File: src/rtl/bits_pkg.sv
// rtl/bits_pkg.sv - shared constants and types for the bit packer / unpacker pair
//
// Contents:
//   WORD_W, FIELD_W, LEN_W, NBITS_W : stream geometry shared with the unpacker
//   ACC_W, CNT_W, OCC_W             : packer-internal widths
//   fifo_entry_t                    : one queued output word {data, nbits}
//   field_mask()                    : low-order mask of lenin ones
package bits_pkg;

    localparam int WORD_W  = 32;
    localparam int FIELD_W = 15;
    localparam int LEN_W   = 4;
    localparam int NBITS_W = 6;

    // Up to 31 carried bits plus one 15-bit field.
    localparam int ACC_W   = WORD_W + FIELD_W;
    localparam int CNT_W   = 5;
    // Occupancy / free-slot width; covers 0..16.
    localparam int OCC_W   = 5;

    typedef struct packed {
        logic [WORD_W-1:0]  data;
        logic [NBITS_W-1:0] nbits;
    } fifo_entry_t;

    function automatic logic [FIELD_W-1:0] field_mask(input logic [LEN_W-1:0] len);
        return FIELD_W'((16'd1 << len) - 16'd1);
    endfunction

endpackage

File: src/rtl/bits_pack_fifo.sv
// rtl/bits_pack_fifo.sv - output word queue with two write ports and one pop
//
// Ports:
//   clk, rst      : clock, async active-high reset
//   i_wr0_en/data : full-word write (ordered first)
//   i_wr1_en/data : flushed partial-word write (ordered second)
//   i_pop         : remove head entry (ignored when empty)
//   o_head        : head entry
//   o_empty       : queue empty
//   o_free        : free slots, DEPTH - occupancy
module bits_pack_fifo
    import bits_pkg::*;
#(
    parameter int DEPTH = 4
) (
    input  logic             clk,
    input  logic             rst,
    input  logic             i_wr0_en,
    input  fifo_entry_t      i_wr0_data,
    input  logic             i_wr1_en,
    input  fifo_entry_t      i_wr1_data,
    input  logic             i_pop,
    output fifo_entry_t      o_head,
    output logic             o_empty,
    output logic [OCC_W-1:0] o_free
);

    localparam int PTR_W = $clog2(DEPTH);

    fifo_entry_t      r_mem [DEPTH];
    logic [PTR_W-1:0] r_wptr;
    logic [PTR_W-1:0] r_rptr;
    logic [OCC_W-1:0] r_occ;

    logic [PTR_W-1:0] w_wptr1;
    logic [PTR_W-1:0] w_wptr2;
    logic [PTR_W-1:0] w_wptr_next;
    fifo_entry_t      w_first;
    logic [1:0]       w_nwr;
    logic             w_pop;

    // DEPTH need not be a power of two, so wrap explicitly.
    function automatic logic [PTR_W-1:0] ptr_inc(input logic [PTR_W-1:0] p);
        return (p == PTR_W'(DEPTH - 1)) ? '0 : p + 1'b1;
    endfunction

    always_comb begin
        w_wptr1     = ptr_inc(r_wptr);
        w_wptr2     = ptr_inc(w_wptr1);
        // A lone flush write still lands in the first free slot.
        w_first     = i_wr0_en ? i_wr0_data : i_wr1_data;
        w_nwr       = {1'b0, i_wr0_en} + {1'b0, i_wr1_en};
        w_pop       = i_pop & ~o_empty;
        w_wptr_next = r_wptr;
        if (w_nwr == 2'd2) begin
            w_wptr_next = w_wptr2;
        end else if (w_nwr == 2'd1) begin
            w_wptr_next = w_wptr1;
        end
    end

    always_ff @(posedge clk) begin
        if (i_wr0_en | i_wr1_en) begin
            r_mem[r_wptr] <= w_first;
        end
        if (i_wr0_en & i_wr1_en) begin
            r_mem[w_wptr1] <= i_wr1_data;
        end
    end

    always_ff @(posedge clk or posedge rst) begin
        if (rst) begin
            r_wptr <= '0;
            r_rptr <= '0;
            r_occ  <= '0;
        end else begin
            r_wptr <= w_wptr_next;
            if (w_pop) begin
                r_rptr <= ptr_inc(r_rptr);
            end
            r_occ <= r_occ + OCC_W'(w_nwr) - OCC_W'(w_pop);
        end
    end

    assign o_head  = r_mem[r_rptr];
    assign o_empty = (r_occ == '0);
    assign o_free  = OCC_W'(DEPTH) - r_occ;

endmodule

File: src/rtl/bits_pack.sv
// rtl/bits_pack.sv - packs 0..15-bit fields LSB-first into 32-bit words
//
// Ports:
//   clk, rst : clock, async active-high reset
//   pushin   : field valid; lenin = length, datain = field bits
//   flushin  : emit accumulated partial word (after any same-cycle push)
//   stopin   : downstream stall, no pop while high
//   stopout  : upstream stall, fewer than two free output slots
//   pushout  : one-cycle pulse per output word
//   dataout  : packed word, first bit at bit 0
//   nbits    : valid bits in dataout (32, or 1..31 when flushed)
module bits_pack
    import bits_pkg::*;
#(
    parameter int DEPTH = 4
) (
    input  logic               clk,
    input  logic               rst,
    input  logic               pushin,
    input  logic [LEN_W-1:0]   lenin,
    input  logic [FIELD_W-1:0] datain,
    input  logic               flushin,
    input  logic               stopin,
    output logic               stopout,
    output logic               pushout,
    output logic [WORD_W-1:0]  dataout,
    output logic [NBITS_W-1:0] nbits
);

    logic [ACC_W-1:0]   r_acc;
    logic [CNT_W-1:0]   r_cnt;
    logic               r_pushout;
    logic [WORD_W-1:0]  r_dataout;
    logic [NBITS_W-1:0] r_nbits;

    logic               w_push_ok;
    logic               w_flush_ok;
    logic [FIELD_W-1:0] w_masked;
    logic [ACC_W-1:0]   w_sum_acc;
    logic [CNT_W:0]     w_sum_cnt;
    logic               w_word_full;
    logic [ACC_W-1:0]   w_post_acc;
    logic [CNT_W-1:0]   w_post_cnt;
    logic               w_flush_word;
    logic [ACC_W-1:0]   w_acc_next;
    logic [CNT_W-1:0]   w_cnt_next;
    fifo_entry_t        w_wr0_data;
    fifo_entry_t        w_wr1_data;
    fifo_entry_t        w_head;
    logic               w_empty;
    logic [OCC_W-1:0]   w_free;
    logic               w_pop;

    // Free slots come straight from the FIFO occupancy register, so stopout
    // has no path from any input. Two slots are kept because a push+flush
    // can write two entries in one cycle.
    assign stopout = (w_free < OCC_W'(2));

    always_comb begin
        w_push_ok  = pushin & ~stopout;
        w_flush_ok = flushin & ~stopout;
        w_masked   = datain & field_mask(lenin);

        w_sum_acc = r_acc;
        w_sum_cnt = {1'b0, r_cnt};
        if (w_push_ok) begin
            w_sum_acc = r_acc | (ACC_W'(w_masked) << r_cnt);
            w_sum_cnt = {1'b0, r_cnt} + (CNT_W + 1)'(lenin);
        end

        // Sum never exceeds 46, so bit 5 set means >= 32 and the low five
        // bits are already the count minus 32.
        w_word_full = w_sum_cnt[CNT_W];
        w_post_cnt  = w_sum_cnt[CNT_W-1:0];
        w_post_acc  = w_word_full ? (w_sum_acc >> WORD_W) : w_sum_acc;

        w_flush_word = w_flush_ok && (w_post_cnt != '0);

        w_acc_next = w_post_acc;
        w_cnt_next = w_post_cnt;
        if (w_flush_word) begin
            w_acc_next = '0;
            w_cnt_next = '0;
        end

        w_wr0_data.data  = w_sum_acc[WORD_W-1:0];
        w_wr0_data.nbits = NBITS_W'(WORD_W);
        // Bits above the count are always zero, so the partial word needs
        // no extra masking.
        w_wr1_data.data  = w_post_acc[WORD_W-1:0];
        w_wr1_data.nbits = {1'b0, w_post_cnt};

        w_pop = ~w_empty & ~stopin;
    end

    always_ff @(posedge clk or posedge rst) begin
        if (rst) begin
            r_acc <= '0;
            r_cnt <= '0;
        end else begin
            r_acc <= w_acc_next;
            r_cnt <= w_cnt_next;
        end
    end

    bits_pack_fifo #(
        .DEPTH (DEPTH)
    ) u_fifo (
        .clk        (clk),
        .rst        (rst),
        .i_wr0_en   (w_word_full),
        .i_wr0_data (w_wr0_data),
        .i_wr1_en   (w_flush_word),
        .i_wr1_data (w_wr1_data),
        .i_pop      (w_pop),
        .o_head     (w_head),
        .o_empty    (w_empty),
        .o_free     (w_free)
    );

    always_ff @(posedge clk or posedge rst) begin
        if (rst) begin
            r_pushout <= 1'b0;
            r_dataout <= '0;
            r_nbits   <= '0;
        end else begin
            r_pushout <= w_pop;
            if (w_pop) begin
                r_dataout <= w_head.data;
                r_nbits   <= w_head.nbits;
            end
        end
    end

    assign pushout = r_pushout;
    assign dataout = r_dataout;
    assign nbits   = r_nbits;

endmodule
File: config.mk
export PLATFORM = sky130hd
export DESIGN_NAME = bits_pack
export DESIGN_NICKNAME = d
export VERILOG_FILES = /design/src/rtl/bits_pkg.sv /design/src/rtl/bits_pack_fifo.sv /design/src/rtl/bits_pack.sv
export SDC_FILE = /design/constraint.sdc
export NUM_CORES = 1
export LEC_CHECK = 0
export CORE_MARGIN = 8
export CORE_UTILIZATION = 60
export CTS_BUF_LIST = sky130_fd_sc_hd__clkbuf_2 sky130_fd_sc_hd__clkbuf_4 sky130_fd_sc_hd__clkbuf_8
export CTS_CLUSTER_DIAMETER = 50
export DETAILED_ROUTE_END_ITERATION = 8
export DONT_BUFFER_PORTS = 1
export PLACE_DENSITY = 0.78
export SYNTH_ARGS = -nofsm -noshare
export SYNTH_HDL_FRONTEND = slang
export SYNTH_SLANG_ARGS = --single-unit
File: constraint.sdc
create_clock -name clk -period 9 [get_ports clk]
set_input_delay 2.25 -clock clk [delete_from_list [all_inputs] [get_ports clk]]
set_output_delay 2.25 -clock clk [all_outputs]
set_load 0.005 [all_outputs]
==> impl_metrics.env <==
export IMPL_slew_violations=0
export IMPL_syn_inst=1049
export IMPL_ctsResizeCount=0
export IMPL_antenna_found_initial=0
export IMPL_grt_overflow=0
export IMPL_crit_arrival_ns=6.17
export IMPL_design_power_total_w=0.00490
export IMPL_final_hold_viol_count=0
export IMPL_first_pass_iters=6
export IMPL_powerDensity_nw_per_um2=358
export IMPL_rrSetupSlack_ns=3.70
export IMPL_cp_cell_sequence="ha_1, fa_1, a21o_1, a21oi_1, nor3_1, xnor2_1, a21boi_4, ha_1, and2_1, or2_2, buf_4, nand2_1, o22ai_1"
export IMPL_clock_latency_ns=0.54
export IMPL_io_buffer_count=0
export IMPL_r2r_end="u_fifo.r_mem[3][10]"
export IMPL_postRouteAntennaNets=0
export IMPL_drive_gt1_share_pct=18.0
export IMPL_wl_per_cell_um=23.1
export IMPL_final_nets=1085
export IMPL_finalCriticalPeriod_ns=5.93
export IMPL_ys_warnings_count=0
export IMPL_drv_cap=0
export IMPL_num_io_pins=64
export IMPL_pre_cts_slack_ns=2.56
export IMPL_start_kind="input port"
export IMPL_ys_seq_area_share_pct=55.6
export IMPL_std_cell_rows=53
export IMPL_htreeDepth=2
export IMPL_track_usage_pct=24.1
export IMPL_slowest_stage="nand2_1"
export IMPL_grt_max_degree=69
export IMPL_postLayoutCellArea_um2=13700
export IMPL_numClockSinks=251
export IMPL_place_congestion=0.968
export IMPL_grt_pass1_wl_mm=49.6
export IMPL_fin_util_pct=65.8
export IMPL_rr_startpoint="u_fifo.r_occ[2]"
export IMPL_die_x_um=161
export IMPL_synthArstFlopShare_pct=39.4
export IMPL_drt_iter0_markers=952
export IMPL_dieArea_um2=25900
export IMPL_syn_to_final_growth_pct=8.84
export IMPL_synth_edf_count=148
export IMPL_vias=8932
export IMPL_critical_path_peak_fanout=39
export IMPL_dp_hpwl_mm=21.0
export IMPL_fin_ws_ns=3.07
export IMPL_vias_per_cell=6.64
export IMPL_clockRootBuffer="clkbuf_8"
export IMPL_synth_cell_area_um2=12600
export IMPL_fillers=1568
export IMPL_hp_class="flip-flop to flip-flop"
export IMPL_cts_tree="built"
export IMPL_ys_ff_latch=251
export IMPL_die_y_um=161
export IMPL_ctsHoldBuffers=0
export IMPL_rsz0062_at_grt="false"
export IMPL_cts_setup_buffers=0
export IMPL_placeableCoreArea_um2=20800
export IMPL_worstSetupPathType="input port to flip-flop"
export IMPL_postRouteWirelength_mm=31.1
export IMPL_endpoint="u_fifo.r_mem[3][10]"
export IMPL_final_setup_tns_ns=0
export IMPL_yosysUniqueCellTypes=75
export IMPL_synth_top_cell_area_share_pct=35.3
export IMPL_first_global_vias=8728
export IMPL_initial_core_util_pct=60.5
export IMPL_cts_buffers=40
export IMPL_synthTopCellsByArea="edfxtp_1 (35%), dfrtp_1 (20%), mux4_2 (7.2%)"
export IMPL_synth_nets=1097
export IMPL_cts_max_path_buffers=3
export IMPL_finalCritPeriodShare_pct=65.9
export IMPL_critPathCaptureType="flip-flop"
export IMPL_cp_required_ns=9.24
export IMPL_synth_top_flop_cell="edfxtp_1"
export IMPL_tightest_slew_ns=1.17
export IMPL_outcome="complete, no violations"
export IMPL_fmaxAchievable_mhz=169
export IMPL_setup_viol=0
export IMPL_p_leak_nw=5.08
export IMPL_dpl_instance_area_um2=12800
export IMPL_synth_avg_cell_area_um2=12.0
export IMPL_clkTransAtPathRegs_ns=0.07
export IMPL_crit_path_max_incr_delay_ns=0.72
export IMPL_r2r_worst_path_cells=14
export IMPL_max_slew_margin_rel_pct=21.7
export IMPL_crit_top_cell="ha_1"
export IMPL_synth_largest_area_cell="edfxtp_1"
export IMPL_ir_worst_vdd_mv=0.161
export IMPL_startpoint="lenin[0]"
export IMPL_skew_ns=0.0110
export IMPL_drc_errors=0
-- registers in the layout (all words and copies together) (netlist names) --
signal         count
nbits              6
pushout            1
u_fifo.r_mem     152
u_fifo.r_wptr      2
u_fifo.r_occ       5
r_cnt              5
u_fifo.r_rptr      2
dataout           32
r_acc             46
-- cells in the final DEF (no fill, tap or decap), drive strengths merged, types with 6 or more instances in the layout --
cell     synthesis  layout
a21o             8       8
a21oi           53      53
a221oi          12      12
a31oi           15      15
and2            23      23
buf             30      18
clkbuf          42      60
clkinv           1       9
dfrtp           99      99
edfxtp         148     148
ha              22      22
inv             36      36
mux2            48      48
mux2i           11      11
mux4            40      40
nand2           51      51
nand2b           7       7
nand3           11      11
nand4            9       9
nor2           112     112
nor2b           22      22
nor3            42      42
nor3b            7       7
o2111ai          6       6
o211ai          11      11
o21a             8       8
o21ai           30      30
o22ai           41      41
o2bb2ai          7       7
o31ai            6       6
o32ai            7       7
xnor2            6       6
-- report_power, final --
group / leakage [nW] / internal (W) / total (W) / switching (W)
sequential: 2.68 / 0.00163 / 0.00181 / 0.000175
clock: 0.458 / 0.000613 / 0.00105 / 0.000442
combinational: 1.94 / 0.000760 / 0.00204 / 0.00128
-- worst min-delay path by stage --
| stage | slack [ns] | depth (start not counted) | to | start |
|---|---|---|---|---|
| floorplan | 0.44 | 1 | u_fifo.r_mem[2][5] | u_fifo.r_mem[2][5] |
| global placement | 0.44 | 1 | u_fifo.r_mem[2][5] | u_fifo.r_mem[2][5] |
| detailed placement | 0.45 | 1 | u_fifo.r_mem[1][5] | u_fifo.r_mem[1][5] |
| CTS | 0.47 | 1 | u_fifo.r_mem[1][5] | u_fifo.r_mem[1][5] |
| global route | 0.50 | 1 | u_fifo.r_mem[3][5] | u_fifo.r_mem[3][5] |
| finish | 0.46 | 1 | u_fifo.r_mem[1][5] | u_fifo.r_mem[1][5] |
-- logic make-up (layout without fill, tap and decap cells) --
kind of cell	Yosys count	in the layout	share of synthesized area (%)
flip-flops	251	251	55.6
multiplexers	99	99	12.3
other	0	1	0
adder cells (fa/ha/maj)	24	24	2.50
buffers and inverters	109	129	3.47
XOR/XNOR	9	9	0.626
AND/OR/NAND/NOR	306	306	11.8
AO/OA/AOI/OAI	251	251	13.7
-- metal layers --
layer  up-vias  wire length (µm)  global-route usage (%)
li1       3983                 -                       -
met1      4439             13300                    34.5
met2       439             14200                    36.5
met3        71              2790                    5.07
met4         0               738                    7.11
met5         -                 0                       0
-- cells in the mapped netlist, types with 29 or more instances --
master / number
inv_1: 35
clkbuf_1: 42
nor2_1: 112
edfxtp_1: 148
a21oi_1: 52
mux4_2: 40
o22ai_1: 41
o21ai_0: 29
dfrtp_1: 99
nor3_1: 42
mux2_2: 48
nand2_1: 51
-- per-stage QoR --
step                      hold WS, ns  std cells
after detailed placement        0.453       1270
after global placement          0.443       1270
final                           0.465       1345
after floorplan                 0.435       1049
after CTS                       0.468       1344
after global routing            0.498       1344
-- cell type report --
| type | instances | area, µm² | area share, % |
|---|---|---|---|
| repair buffers | 18 | 135 | 0.986 |
| diodes | 1 | 2.50 | 0.0183 |
| multi-input cells | 689 | 5190 | 37.9 |
| inverters | 37 | 141 | 1.03 |
| well taps | 275 | 344 | 2.51 |
| flip-flops and latches | 251 | 7000 | 51.1 |
| clock inverters | 14 | 146 | 1.07 |
| clock buffers | 60 | 738 | 5.39 |
-- worst max-delay path, delay by kind of cell --
kind            cells  cell delay [ns]
fa+ha+maj           3             0.95
xor+xnor            1             0.49
buf+inv             1             0.29
compound gates      4             0.83
simple gates        4             1.33
Note: power is estimated with default switching activity, not from simulation.
